File: src/rtl/boot_loader.sv
// Program loader and reset sequencer: streams instruction words into imem from address 0,
// holds the core in reset during the load and releases it a fixed number of cycles later.
module boot_loader #(
    parameter int DataWidth  = 32,
    parameter int Address    = 8,
    parameter int HoldCycles = 4
) (
    input  logic                 clk,
    input  logic                 rst,
    input  logic                 start,
    input  logic                 in_valid,
    input  logic [DataWidth-1:0] in_data,
    input  logic                 in_last,
    output logic                 in_ready,
    output logic                 imem_we,
    output logic [Address-1:0]   imem_addr,
    output logic [DataWidth-1:0] imem_wdata,
    output logic                 core_rst,
    output logic                 done,
    output logic                 error,
    output logic [Address:0]     word_count
);

    localparam int Depth = 1 << Address;
    localparam int HoldW = $clog2(HoldCycles + 1);

    typedef enum logic [2:0] {
        IDLE,
        LOAD,
        HOLD,
        RUN,
        ERROR
    } state_t;

    state_t                 state_reg, state_next;
    logic [HoldW-1:0]       hold_reg, hold_next;
    logic [Address:0]       count_reg, count_next;
    logic                   we_reg, we_next;
    logic [Address-1:0]     addr_reg, addr_next;
    logic [DataWidth-1:0]   wdata_reg, wdata_next;
    logic                   core_rst_reg, core_rst_next;
    logic                   done_reg, done_next;
    logic                   error_reg, error_next;
    logic                   beat;

    assign in_ready = (state_reg == LOAD);
    assign beat     = in_valid && in_ready;

    always_ff @(posedge clk or posedge rst) begin
        if (rst) begin
            state_reg    <= IDLE;
            hold_reg     <= '0;
            count_reg    <= '0;
            we_reg       <= 1'b0;
            addr_reg     <= '0;
            wdata_reg    <= '0;
            core_rst_reg <= 1'b1;
            done_reg     <= 1'b0;
            error_reg    <= 1'b0;
        end else begin
            state_reg    <= state_next;
            hold_reg     <= hold_next;
            count_reg    <= count_next;
            we_reg       <= we_next;
            addr_reg     <= addr_next;
            wdata_reg    <= wdata_next;
            core_rst_reg <= core_rst_next;
            done_reg     <= done_next;
            error_reg    <= error_next;
        end
    end

    always_comb begin
        state_next = state_reg;
        hold_next  = hold_reg;
        count_next = count_reg;
        we_next    = 1'b0;
        addr_next  = addr_reg;
        wdata_next = wdata_reg;

        case (state_reg)
            IDLE, RUN, ERROR: begin
                if (start) begin
                    state_next = LOAD;
                    count_next = '0;
                end
            end
            LOAD: begin
                if (beat) begin
                    we_next    = 1'b1;
                    addr_next  = count_reg[Address-1:0];
                    wdata_next = in_data;
                    count_next = count_reg + (Address+1)'(1);
                    if (in_last) begin
                        state_next = HOLD;
                        hold_next  = HoldW'(HoldCycles);
                    end else if (count_reg == (Address+1)'(Depth - 1)) begin
                        // Memory is now full and the program has not ended.
                        state_next = ERROR;
                    end
                end
            end
            HOLD: begin
                if (hold_reg == HoldW'(1)) begin
                    state_next = RUN;
                end else begin
                    hold_next = hold_reg - HoldW'(1);
                end
            end
            default: state_next = IDLE;
        endcase

        // Status outputs are registered copies of the upcoming state.
        core_rst_next = (state_next != RUN);
        done_next     = (state_next == RUN);
        error_next    = (state_next == ERROR);
    end

    assign imem_we    = we_reg;
    assign imem_addr  = addr_reg;
    assign imem_wdata = wdata_reg;
    assign core_rst   = core_rst_reg;
    assign done       = done_reg;
    assign error      = error_reg;
    assign word_count = count_reg;

endmodule
File: config.mk
export PLATFORM = sky130hd
export DESIGN_NAME = boot_loader
export DESIGN_NICKNAME = d
export VERILOG_FILES = /design/src/rtl/boot_loader.sv
export SDC_FILE = /design/constraint.sdc
export NUM_CORES = 1
export LEC_CHECK = 0
export ABC_AREA = 1
export BUFFER_PORTS_ARGS = -buffer_cell sky130_fd_sc_hd__buf_2
export CORE_MARGIN = 4
export CORE_UTILIZATION = 25
export DETAILED_ROUTE_END_ITERATION = 10
export SKIP_LAST_GASP = 1
export SLEW_MARGIN = 10
export SYNTH_ARGS = -nofsm -noshare
export SYNTH_HDL_FRONTEND = slang
export SYNTH_SLANG_ARGS = --single-unit
File: constraint.sdc
create_clock -name clk -period 3.4 [get_ports clk]
set_clock_uncertainty 0.1 [all_clocks]
set_input_delay 0.34 -clock clk [delete_from_list [all_inputs] [get_ports clk]]
set_output_delay 0.34 -clock clk [all_outputs]
set_load 0.1 [all_outputs]
==> results.toml, run 1 <==
[finish]
layout.cells.non_filler = 529
largest_reg_flops = 32
layout_common_cells = "nand2_1 (141), buf_2 (90), dfrtp_1 (58)"
area_growth_pct = 28.9
diodes = 0
fin_area_mm2 = 0.00328
drive_gt1_share_pct = 28.8
final_common_cell = "nand2_1"
nNetsFinal = 433

[die]
die_h_um = 109
start_util_pct = 25.9
dieArea_mm2 = 0.0118
io_pins = 91
num_rows = 36
coreArea_mm2 = 0.00982
die_w_um = 109

[grt]
use_met3_pct = 3.91
gr-usage-met1_pct = 13.5
grt_max_degree = 54
grt_pass1_wl_um = 10100
grt-ovfl-total = 0
grt.busiest_layer = "met2"
gr-usage-all-layers_pct = 11.1
antenna_found_initial = 0
grt_pass1_vias = 2145
met2_usage_pct = 17.9

[cts]
cts_tree = "built"
clock_path_buffers = 2
clock_latency_ns = 0.34
numCtsBuffers = 9
root_buffer = "clkbuf_8"
htree_levels = 3
cts_resized = 0
post-cts-setup-buffers = 0
hold_buffers = 0
clock-sinks = 59
clkTransAtPathRegs_ns = 0.06

[detailed_routing]
drt_wl_total_um = 6330
first_iter_violations = 71
drtPass1Iterations = 4
route.detailed.drc = 0
via_count = 2211
ant_nets = 0
viasPerCell = 4.18
wl_per_cell_um = 12.0

[yosys]
syn-cell-area_mm2 = 0.00254
syn_inst = 300
ys_warn_count = 0
syn_area_per_cell_um2 = 8.47
seq_area_frac_synth_pct = 58.1
synthFlopType = "dfrtp_1"
synth_enable_flop_cells = 0
syn_nets = 341
ys_async_sr_fraction_pct = 100
yosysUniqueCellTypes = 21
synth-seq-cells = 59

[outcome]
status = "completed"

[sta]
fin_setup_tns_ns = 0
setup_viol_count_final = 0
period_share_pct = 69.3
tightest_slew_ns = 0.845
worst_hold_slack_ns = 0.0700
hold_violations = 0
drv_slew = 0
relSlewSlack_pct = 43.6
rsz0062_at_grt = "no"
fin_crit_ns = 2.36
fmax_mhz = 425

[setup_path]
r2r_start = "state_reg[2]"
start_kind = "register"
worst_setup_path_end_kind = "register"
r2r_slack_ns = 1.04
crit_type = "register to register"
r2r_end = "imem_addr[0]"
crit_path_max_fanout = 53
reg2reg_depth = 5
required_ns = 3.53
critical_path_arrival_ns = 2.48

[placement]
portBuffers = 90
hpwl_um = 4470
dpl_cell_area_mm2 = 0.00310
globalplace.congestion = 0.763
post-place-cells = 514

[worst_hold_path]
hold_class = "input port to async pin"

[flow_run]
drv_cap = 0
layer usage:
metal	share of wire, %	wire [µm]	up-vias
met1	44	2810	1025
met2	47	3000	62
met4	1.9	119	0
met5	0	0	-
met3	6.3	401	10
li1	-	-	1114
logic make-up after synthesis:
kind of cell,share of synthesized area [%]
flops,58.1
simple gates,29.7
compound gates,3.44
fa+ha+maj,1.97
buf+inv,6.40
xor+xnor,0.345
synth_stat cells, drive strengths merged (2+ instances only):
cell / number / share of area (%)
buf: 9 / 2.6
dfrtp: 58 / 57
ha: 4 / 2.0
inv: 25 / 3.7
nand2: 143 / 21
nand3: 22 / 4.8
nand4: 3 / 0.74
nor2: 14 / 2.4
o21ai: 15 / 3.0
or2: 2 / 0.49
worst max path at each step:
stage / from / to / slack [ns] / depth (start not counted)
final: state_reg[2] / imem_addr[0] / 1.04 / 5
after global placement: state_reg[2] / word_count[4] / 1.04 / 6
after global routing: state_reg[2] / word_count[4] / 0.76 / 6
after CTS: state_reg[2] / imem_addr[0] / 0.96 / 5
after detailed placement: state_reg[2] / imem_addr[0] / 0.98 / 5
after floorplan: word_count[1] / done / 0.93 / 11
critical path, cell delays in order, from the launching register on:
cell and delay, ns:
dfrtp_1 0.44, nor2_4 0.18, nand3_4 0.47, inv_2 0.77
nand2_1 0.14, o21a_1 0.14
stage by stage:
step	setup WS (ns)	utilization, %
after floorplan	0.933	-
after global placement	1.04	31.5
after detailed placement	0.984	31.5
after CTS	0.964	33.4
after global routing	0.764	33.4
final	1.04	33.4
area by class of cell:
cell class / count / area [µm²]
multi-input combinational: 206 / 902
inverter: 25 / 93.8
timing repair buffer: 91 / 458
fill: 1067 / 6540
clock inverter: 2 / 10.0
sequential: 59 / 1480
clock buffer: 13 / 169
tap: 133 / 166
Power of run 1 is left out: the tool's default activity adds up to more than one toggle a clock period on the data nets, which glitch-free logic cannot reach.
==> inputs of run 2 (changes only) <==
==> constraint.sdc (replaced) <==
create_clock -name clk -period 2.3 [get_ports clk]
set_clock_uncertainty 0.1 [all_clocks]
set_input_delay 0.23 -clock clk [delete_from_list [all_inputs] [get_ports clk]]
set_output_delay 0.23 -clock clk [all_outputs]
set_load 0.1 [all_outputs]
==> results.toml, run 2 (synthesis gave the netlist of run 1 again) <==
[grt]
grt-ovfl-total = 0
grt_pass1_wl_um = 10900
grt_pass1_vias = 2311
antenna_found_initial = 0
grt_max_degree = 37
gr-usage-all-layers_pct = 12.0

[cts]
numCtsBuffers = 9
root_buffer = "clkbuf_8"
clock_path_buffers = 2
clkTransAtPathRegs_ns = 0.06
cts_resized = 0
clock_latency_ns = 0.34
clock-sinks = 59
cts_tree = "built"
htree_levels = 3

[die]
dieArea_mm2 = 0.0118
start_util_pct = 25.9
die_h_um = 109
io_pins = 91
coreArea_mm2 = 0.00982
die_w_um = 109
num_rows = 36

[setup_path]
crit_type = "register to output port"
worst_setup_path_end_kind = "output port"
start_kind = "register"
path_cells = "nor2_4, nand2_1, inv_1, buf_2"
crit_family = "buffers and inverters"
crit_slowest_cell = "dfrtp_1"
crit_path_max_fanout = 4
crit_buf_inv = 2
slowest_delay_ns = 0.44
required_ns = 1.97
critical_path_arrival_ns = 1.60

[detailed_routing]
routed-wl-met2_um = 3300
via_count = 2335
ant_nets = 0
drt_wl_total_um = 6720
drtPass1Iterations = 4
first_iter_violations = 108
wl_met3_um = 395
viasPerCell = 4.12
wl_per_cell_um = 11.9
route.detailed.drc = 0
highest_layer = "met4"
wl_met1_um = 2890

[finish]
area_growth_pct = 46.9
layout_common_cells = "nand2_1 (141), buf_2 (90), dfrtp_1 (56)"
diodes = 0
fillers = 1041
final_common_cell = "nand2_1"
nNetsFinal = 470
seq_area_mm2 = 0.00148
drive_gt1_share_pct = 28.1
multi_input_area_um2 = 902
largest_reg_flops = 32

[sta]
setup_viol_count_final = 0
fin_setup_tns_ns = 0
tightest_slew_ns = 0.528
fmax_mhz = 517
hold_violations = 0
worst_hold_slack_ns = 0.145
relSlewSlack_pct = 64.8
drv_slew = 0
rsz0062_at_grt = "no"
fin_crit_ns = 1.93
period_share_pct = 84.0

[flow_run]
drv_cap = 0

[placement]
hpwl_um = 4480
globalplace.congestion = 0.817
portBuffers = 90

[worst_hold_path]
hold_class = "input port to register"

[outcome]
status = "completed"
run 2: final timing paths:
| kind | startpoint | endpoint | slack (ns) | cells past startpoint |
|---|---|---|---|---|
| max reg2reg | word_count[1] | done | 0.41 | 11 |
| min | in_last | state_reg[2] | 0.15 | 4 |
| max | state_reg[2] | in_ready | 0.37 | 4 |
| max in group asynchronous | rst | core_rst | 1.08 | 4 |
| min reg2reg | imem_wdata[6] | imem_wdata[6] | 0.37 | 2 |
| min in group asynchronous | rst | imem_wdata[10] | 0.39 | 3 |
run 2: cell type report:
| class | instances | area share (%) |
|---|---|---|
| clock buffer | 12 | 4.42 |
| clock inverter | 4 | 2.55 |
| inverter | 25 | 2.51 |
| multi-input combinational | 206 | 24.2 |
| sequential | 59 | 39.6 |
| tap | 133 | 4.46 |
| timing repair buffer | 128 | 22.3 |
run 2: routing by layer:
layer	track usage, %	vias to the layer above
met2	20.3	67
met5	0	-
li1	-	1184
met4	5.14	0
met3	4.03	12
met1	13.8	1072
run 2: metrics by stage:
step / setup WS, ns / utilization [%] / cells / instance area [µm²]
6_report: 0.367 / 38.0 / 567 / 3730
3_5_place_dp: 0.420 / 32.0 / 518 / 3140
5_1_grt: 0.168 / 38.0 / 567 / 3730
2_1_floorplan: 0.0161 / - / 300 / 2540
4_1_cts: 0.331 / 38.0 / 567 / 3730
3_3_place_gp: 0.481 / 32.0 / 518 / 3140
run 2: timing repair:
item / CTS / global route
hold endpoints to repair: 55 / 0
setup buffers: 0 / 0
hold buffers: 33 / 0
run 2: tightest hold or removal path, cell delays in order:
cell     delay [ns]
buf_2          0.07
nand2_1        0.06
inv_1          0.08
o21ai_0        0.09
Power of run 2 is left out for the same reason.
